[src/rtl/axis_traffic_gen.sv]
// AXI4-Stream traffic generator: emits runs of fixed-length packets with
// programmable inter-packet gap and one of four data patterns.
module axis_traffic_gen #(
    parameter int DATA_WIDTH = 32,
    parameter int LEN_WIDTH  = 16,
    parameter int GAP_WIDTH  = 8
) (
    input  logic                  clk,
    input  logic                  rstn,
    input  logic                  i_start,
    input  logic                  i_stop,
    input  logic [LEN_WIDTH-1:0]  i_cfg_len,
    input  logic [LEN_WIDTH-1:0]  i_cfg_npkts,
    input  logic [GAP_WIDTH-1:0]  i_cfg_gap,
    input  logic [1:0]            i_cfg_mode,
    input  logic [31:0]           i_cfg_seed,
    output logic [DATA_WIDTH-1:0] o_tdata,
    output logic                  o_tvalid,
    input  logic                  i_tready,
    output logic                  o_tlast,
    output logic                  o_tuser,
    output logic                  o_busy,
    output logic                  o_done,
    output logic [LEN_WIDTH-1:0]  o_pkt_cnt
);

    localparam int EXT_W   = DATA_WIDTH + LEN_WIDTH + 32;
    localparam int N_BYTES = DATA_WIDTH / 8;
    localparam logic [31:0] LFSR_TAPS = 32'h8020_0003;

    typedef enum logic [1:0] {S_IDLE, S_SEND, S_GAP} state_t;

    state_t                 r_state;
    state_t                 w_state_next;
    logic [LEN_WIDTH-1:0]   r_len;
    logic [LEN_WIDTH-1:0]   r_npkts;
    logic [GAP_WIDTH-1:0]   r_gap;
    logic [1:0]             r_mode;
    logic [31:0]            r_seed;
    logic [LEN_WIDTH-1:0]   r_beat;
    logic [31:0]            r_cnt32;
    logic [31:0]            r_lfsr;
    logic [GAP_WIDTH-1:0]   r_gap_cnt;
    logic [LEN_WIDTH-1:0]   r_pkt_cnt;
    logic                   r_stop_seen;
    logic                   r_done;

    logic                   w_start_acc;
    logic                   w_run_end;
    logic                   w_hs;
    logic                   w_is_last;
    logic                   w_stop;
    logic [LEN_WIDTH-1:0]   w_len_eff;
    logic [LEN_WIDTH-1:0]   w_pkt_inc;
    logic [31:0]            w_lfsr_next;
    logic [31:0]            w_pat32;
    logic [DATA_WIDTH-1:0]  w_rep;
    logic [EXT_W-1:0]       w_ext_beat;
    logic [EXT_W-1:0]       w_ext_cnt;

    assign w_len_eff   = (r_len == '0) ? LEN_WIDTH'(1) : r_len;
    assign w_is_last   = (r_beat == w_len_eff - LEN_WIDTH'(1));
    assign w_hs        = (r_state == S_SEND) && i_tready;
    assign w_stop      = r_stop_seen | i_stop;
    assign w_pkt_inc   = r_pkt_cnt + LEN_WIDTH'(1);
    assign w_lfsr_next = r_lfsr[0] ? ((r_lfsr >> 1) ^ LFSR_TAPS) : (r_lfsr >> 1);

    always_comb begin
        w_state_next = r_state;
        w_start_acc  = 1'b0;
        w_run_end    = 1'b0;
        case (r_state)
            S_IDLE: begin
                // the done cycle belongs to the previous run, so start waits
                if (i_start && !r_done) begin
                    w_state_next = S_SEND;
                    w_start_acc  = 1'b1;
                end
            end
            S_SEND: begin
                if (w_hs && w_is_last) begin
                    if (w_stop || (r_npkts != '0 && w_pkt_inc == r_npkts)) begin
                        w_state_next = S_IDLE;
                        w_run_end    = 1'b1;
                    end else if (r_gap != '0) begin
                        w_state_next = S_GAP;
                    end
                end
            end
            S_GAP: begin
                if (w_stop) begin
                    w_state_next = S_IDLE;
                    w_run_end    = 1'b1;
                end else if (r_gap_cnt <= GAP_WIDTH'(1)) begin
                    w_state_next = S_SEND;
                end
            end
            default: w_state_next = S_IDLE;
        endcase
    end

    always_ff @(posedge clk) begin
        if (!rstn) begin
            r_state     <= S_IDLE;
            r_len       <= '0;
            r_npkts     <= '0;
            r_gap       <= '0;
            r_mode      <= '0;
            r_seed      <= '0;
            r_beat      <= '0;
            r_cnt32     <= '0;
            r_lfsr      <= 32'h1;
            r_gap_cnt   <= '0;
            r_pkt_cnt   <= '0;
            r_stop_seen <= 1'b0;
            r_done      <= 1'b0;
        end else begin
            r_state <= w_state_next;
            r_done  <= w_run_end;
            if (w_start_acc) begin
                r_len       <= i_cfg_len;
                r_npkts     <= i_cfg_npkts;
                r_gap       <= i_cfg_gap;
                r_mode      <= i_cfg_mode;
                r_seed      <= i_cfg_seed;
                r_beat      <= '0;
                r_cnt32     <= '0;
                r_lfsr      <= (i_cfg_seed == '0) ? 32'h1 : i_cfg_seed;
                r_pkt_cnt   <= '0;
                r_stop_seen <= 1'b0;
            end else begin
                if (w_run_end) begin
                    r_stop_seen <= 1'b0;
                end else if (r_state != S_IDLE && i_stop) begin
                    r_stop_seen <= 1'b1;
                end
                if (w_hs) begin
                    r_beat  <= w_is_last ? '0 : r_beat + LEN_WIDTH'(1);
                    r_cnt32 <= r_cnt32 + 32'd1;
                    r_lfsr  <= w_lfsr_next;
                    if (w_is_last) begin
                        r_pkt_cnt <= w_pkt_inc;
                    end
                end
                if (w_hs && w_is_last && w_state_next == S_GAP) begin
                    r_gap_cnt <= r_gap;
                end else if (r_state == S_GAP) begin
                    r_gap_cnt <= r_gap_cnt - GAP_WIDTH'(1);
                end
            end
        end
    end

    // 32-bit pattern replicated byte-wise so any multiple-of-8 width is filled
    assign w_pat32 = (r_mode == 2'd2) ? r_lfsr : r_seed;

    generate
        for (genvar gi = 0; gi < N_BYTES; gi++) begin : g_rep
            assign w_rep[gi*8 +: 8] = w_pat32[(gi%4)*8 +: 8];
        end
    endgenerate

    assign w_ext_beat = {{(EXT_W-LEN_WIDTH){1'b0}}, r_beat};
    assign w_ext_cnt  = {{(EXT_W-32){1'b0}}, r_cnt32};

    always_comb begin
        o_tdata = w_rep;
        case (r_mode)
            2'd0:    o_tdata = w_ext_beat[DATA_WIDTH-1:0];
            2'd1:    o_tdata = w_ext_cnt[DATA_WIDTH-1:0];
            default: o_tdata = w_rep;
        endcase
    end

    assign o_tvalid  = (r_state == S_SEND);
    assign o_tlast   = (r_state == S_SEND) && w_is_last;
    assign o_tuser   = (r_state == S_SEND) && (r_beat == '0);
    assign o_busy    = (r_state != S_IDLE);
    assign o_done    = r_done;
    assign o_pkt_cnt = r_pkt_cnt;

endmodule

[config.mk]
export PLATFORM = sky130hd
export DESIGN_NAME = axis_traffic_gen
export DESIGN_NICKNAME = d
export VERILOG_FILES = /design/src/rtl/axis_traffic_gen.sv
export SDC_FILE = /design/constraint.sdc
export NUM_CORES = 1
export LEC_CHECK = 0
export BUFFER_PORTS_ARGS = -buffer_cell sky130_fd_sc_hd__buf_2
export CAP_MARGIN = 10
export CORE_MARGIN = 2
export CORE_UTILIZATION = 40
export CTS_CLUSTER_DIAMETER = 30
export DETAILED_ROUTE_END_ITERATION = 16
export HOLD_SLACK_MARGIN = 0.1
export MAX_ROUTING_LAYER = met4
export PLACE_DENSITY_LB_ADDON = 0.2
export SYNTH_ARGS = -nofsm -noshare
export SYNTH_HDL_FRONTEND = slang
export SYNTH_SLANG_ARGS = --single-unit
[constraint.sdc]
create_clock -name clk -period 3.95 [get_ports clk]
set_input_delay 0.395 -clock clk [delete_from_list [all_inputs] [get_ports clk]]
set_output_delay 0.395 -clock clk [all_outputs]
set_load 0.01 [all_outputs]
==> impl_metrics.csv <==
group,metric,value,unit
clock_tree,root_buffer,"clkbuf_16",
flow_run,max_cap_viol_count,0,
drt,drtAntennaViolNets,0,
setup_path,slowest_stage,"or4_4",
logic_synthesis,netlist_area,9470,sq um
logic_synthesis,syn-instance-count,1208,
die,core,23330,sq um
timing,slew_violations,0,
logic_synthesis,synthFlopType,"dfxtp_1",
final_layout,final_cell_mix,"nand2_1 (330), dfxtp_1 (175), buf_2 (130)",
setup_path,crit_family,"simple AND/OR/NAND/NOR gates",
final_layout,drive_gt1_share,21.28,%
power,peakVddDrop,0.2279,mV
timing,slew_headroom,41.40,%
drt,post_drt_wl_per_cell,15.93,um
logic_synthesis,yosysSeqAreaShare,38.47,%
timing,setup_violations,0,
drt,first_iter_violations,529,
logic_synthesis,synth_cell_types,66,
global_route,antenna_found_initial,4,
logic_synthesis,ys_top_cells_by_area,"dfxtp_1 (38%), nand2_1 (13%), a21oi_1 (6.6%)",
die,ios,132,
setup_path,crit_path_max_fanout,6,
drt,wl_met1,12.65,mm
logic_synthesis,syn_nets,1298,
final_layout,final_common_cell,"nand2_1",
clock_tree,htreeDepth,4,
drt,top_layer,"met4",
timing,finalHoldViolations,0,
run_status,outcome,"completed",
power,total_leakage_power,4.460,nW
logic_synthesis,postSynthAreaPerCell,7.840,sq um
logic_synthesis,yosys_warnings,0,
logic_synthesis,async_reset_ff_share,0,%
drt,met2_length,12.33,mm
drt,dr_wl_met3,1.320,mm
setup_path,start_kind,"flop",
timing,whs,0.1823,ns
die,die_width,157.9,um
final_layout,final_util,48.60,%
logic_synthesis,yosysTopAreaCell,"dfxtp_1",
clock_tree,cts_buffers,17,
global_route,grtUsageTotal,22.40,%
global_route,overflow,0,
placement,io_buffers,131,
power,clockPowerShare,39.3,%
power,switching_share,30.01,%
timing,period_minus_slack,3.913,ns
power,p_sw,0.001337,W
placement,gp_congestion,0.8729,
power,seqPwrFrac,44.9,%
final_layout,fin_nets,1421,
setup_path,cp.buffers_inverters,1,
setup_path,arrival,3.52,ns
setup_path,worst_path_largest_cell_delay,0.44,ns
min_path,hold_path_class,"in -> reg",
timing,fin_tns_setup,0,ns
die,rows,56,
logic_synthesis,synth_top_area_share,38.47,%
setup_path,crit_path_end_kind,"primary output",
global_route,grt_max_degree,65,
clock_tree,path_clk_slew,0.07,ns
timing,tightestPinTransition,0.8769,ns
final_layout,synthToLayoutAreaGrowth,19.73,%
clock_tree,cts_tree,"yes",
logic_synthesis,synth_edf_count,0,
die,dieArea,24920,sq um
die,die_h,157.9,um
global_route,grt_pass1_wl,42.92,mm
setup_path,worst-setup-path-type,"reg -> out",
drt,routed_via_density,5.237,
timing,fin_crit_sh,99.07,%
timing,fmax,255.6,MHz
timing,rsz0062_at_grt,"true",
global_route,grt_pass1_vias,8228,
timing,clock_skew,0.01443,ns
setup_path,cp_data_required_time,3.56,ns
placement,hpwl,18.44,mm
power,p_int,0.003116,W
drt,first_pass_iters,4,
clock_tree,clock-sinks,182,
logic_synthesis,synth_seq_cells,182,
power,p_comb_share,15.8,%
clock_tree,cts_max_path_buffers,2,
die,start_util,40.59,%
clock_tree,clk_latency,0.44,ns
setup_path,cp_cell_sequence,"nor3_4, nand4_2, nor2_2, nor2_1, ha_2, xor2_1, nand2_1, nor4_2, o2111ai_2, or2_4, or4_4, nor2_4, and2_4, buf_6",
drt,routed-via-count,8730,
drt,drc,0,
drt,totalWireLength,26.56,mm
power,power_density,392.7,nW/um^2
clock_tree,cts_hold_buf,0,
power groups by stage:
stage	sequential [W]	combinational (W)	clock [W]
2_1_floorplan	0.00202	0.000460	0
3_3_place_gp	0.00204	0.000655	0
3_5_place_dp	0.00204	0.000655	0
4_1_cts	0.00200	0.000678	0.00178
5_1_grt	0.00201	0.000782	0.00186
6_report	0.00200	0.000704	0.00175
cells in the mapped netlist (5+ instances only):
cell      count
and2_1        6
nor2_1       93
a31oi_1       5
clkbuf_1     66
mux2i_1       6
or3_1         9
nor3b_1       5
mux2_2       16
nand4_1      24
dfxtp_1     182
nor2b_1       9
nand2_1     332
nor4_1       23
o21ai_0      20
xnor2_1      48
xor2_1       44
nand3_1      23
a21oi_1     124
ha_1         11
and4_1        6
inv_1        17
mux4_2       16
or2_2         6
and3_1        9
a22o_1       16
nor3_1       15
final timing paths:
check,from,endpoint,slack (ns),cells past startpoint
worst min register to register,r_seed[4],r_seed[4],0.45,2
worst min-delay path,i_cfg_mode[1],r_mode[1],0.18,3
worst max register to register,r_len[6],r_gap_cnt[1],0.13,17
worst max-delay path,r_len[6],o_tlast,0.04,14
cells by family after synthesis:
logic type               after synthesis  share of synthesized area [%]
multiplexers                          38                          6.342
flip-flops                           182                          38.47
adder cells (fa/ha/maj)               11                          1.453
XOR/XNOR                              92                          8.508
AO/OA/AOI/OAI                        206                          13.13
buffers and inverters                 95                          3.990
AND/OR/NAND/NOR                      584                          28.10
repair_timing:
| action | 4_1_cts | 5_1_grt |
|---|---|---|
| endpoints found under the hold margin | 0 | 0 |
| setup buffers | 5 | 15 |
| gates resized for setup | 11 | 18 |
| pin swaps | 9 | 20 |
| setup endpoints to repair | 4 | 24 |
sequential cells by signal, indices dropped and copies added (netlist names):
register,flops
r_state,2
o_pkt_cnt,16
r_stop_seen,1
r_seed,32
r_gap,8
o_done,1
r_mode,2
r_npkts,16
r_gap_cnt,8
r_len,16
r_beat,16
r_lfsr,32
r_cnt32,32
stage by stage:
step                instance area (sq um)  total power, W  setup slack, ns  instances
CTS                                 11140        0.004463         -0.07323       1648
finish                              11340        0.004453          0.03688       1667
global route                        11340        0.004653          -0.1775       1667
detailed placement                  10460        0.002697         -0.05542       1611
global placement                    10460        0.002693          0.05375       1611
floorplan                            9470        0.002475           0.2354       1208
worst reg2reg max path, stage by stage, from the launching register on:
cell and delay (ns):
dfxtp_1 0.34, nor3_4 0.32, nand4_2 0.17, nor2_2 0.12, nor2_1 0.06, ha_2 0.31
xor2_1 0.14, nand2_1 0.08, nor4_2 0.30, o2111ai_2 0.18, buf_4 0.17, or4_4 0.44
o41a_1 0.34, o22ai_2 0.19, nor3_4 0.06, buf_12 0.15, a311o_1 0.27, a21oi_1 0.11
layout make-up:
type | instances | area, sq um
fill | 2295 | 11990
multi-input combinational | 931 | 5534
sequential | 182 | 3655
timing repair buffer | 181 | 1061
clock buffer | 17 | 425.4
tap | 319 | 399.1
clock inverter | 15 | 185.2
inverter | 18 | 68.82
antenna | 4 | 10.01
per-layer routing:
metal  global-route usage, %  vias up
met3                   4.544       17
met4                   5.325        0
met2                   34.74      200
met1                   30.08     4108
met5                       -        -
li1                        -     4405
Power figures use the tool's default switching activity.
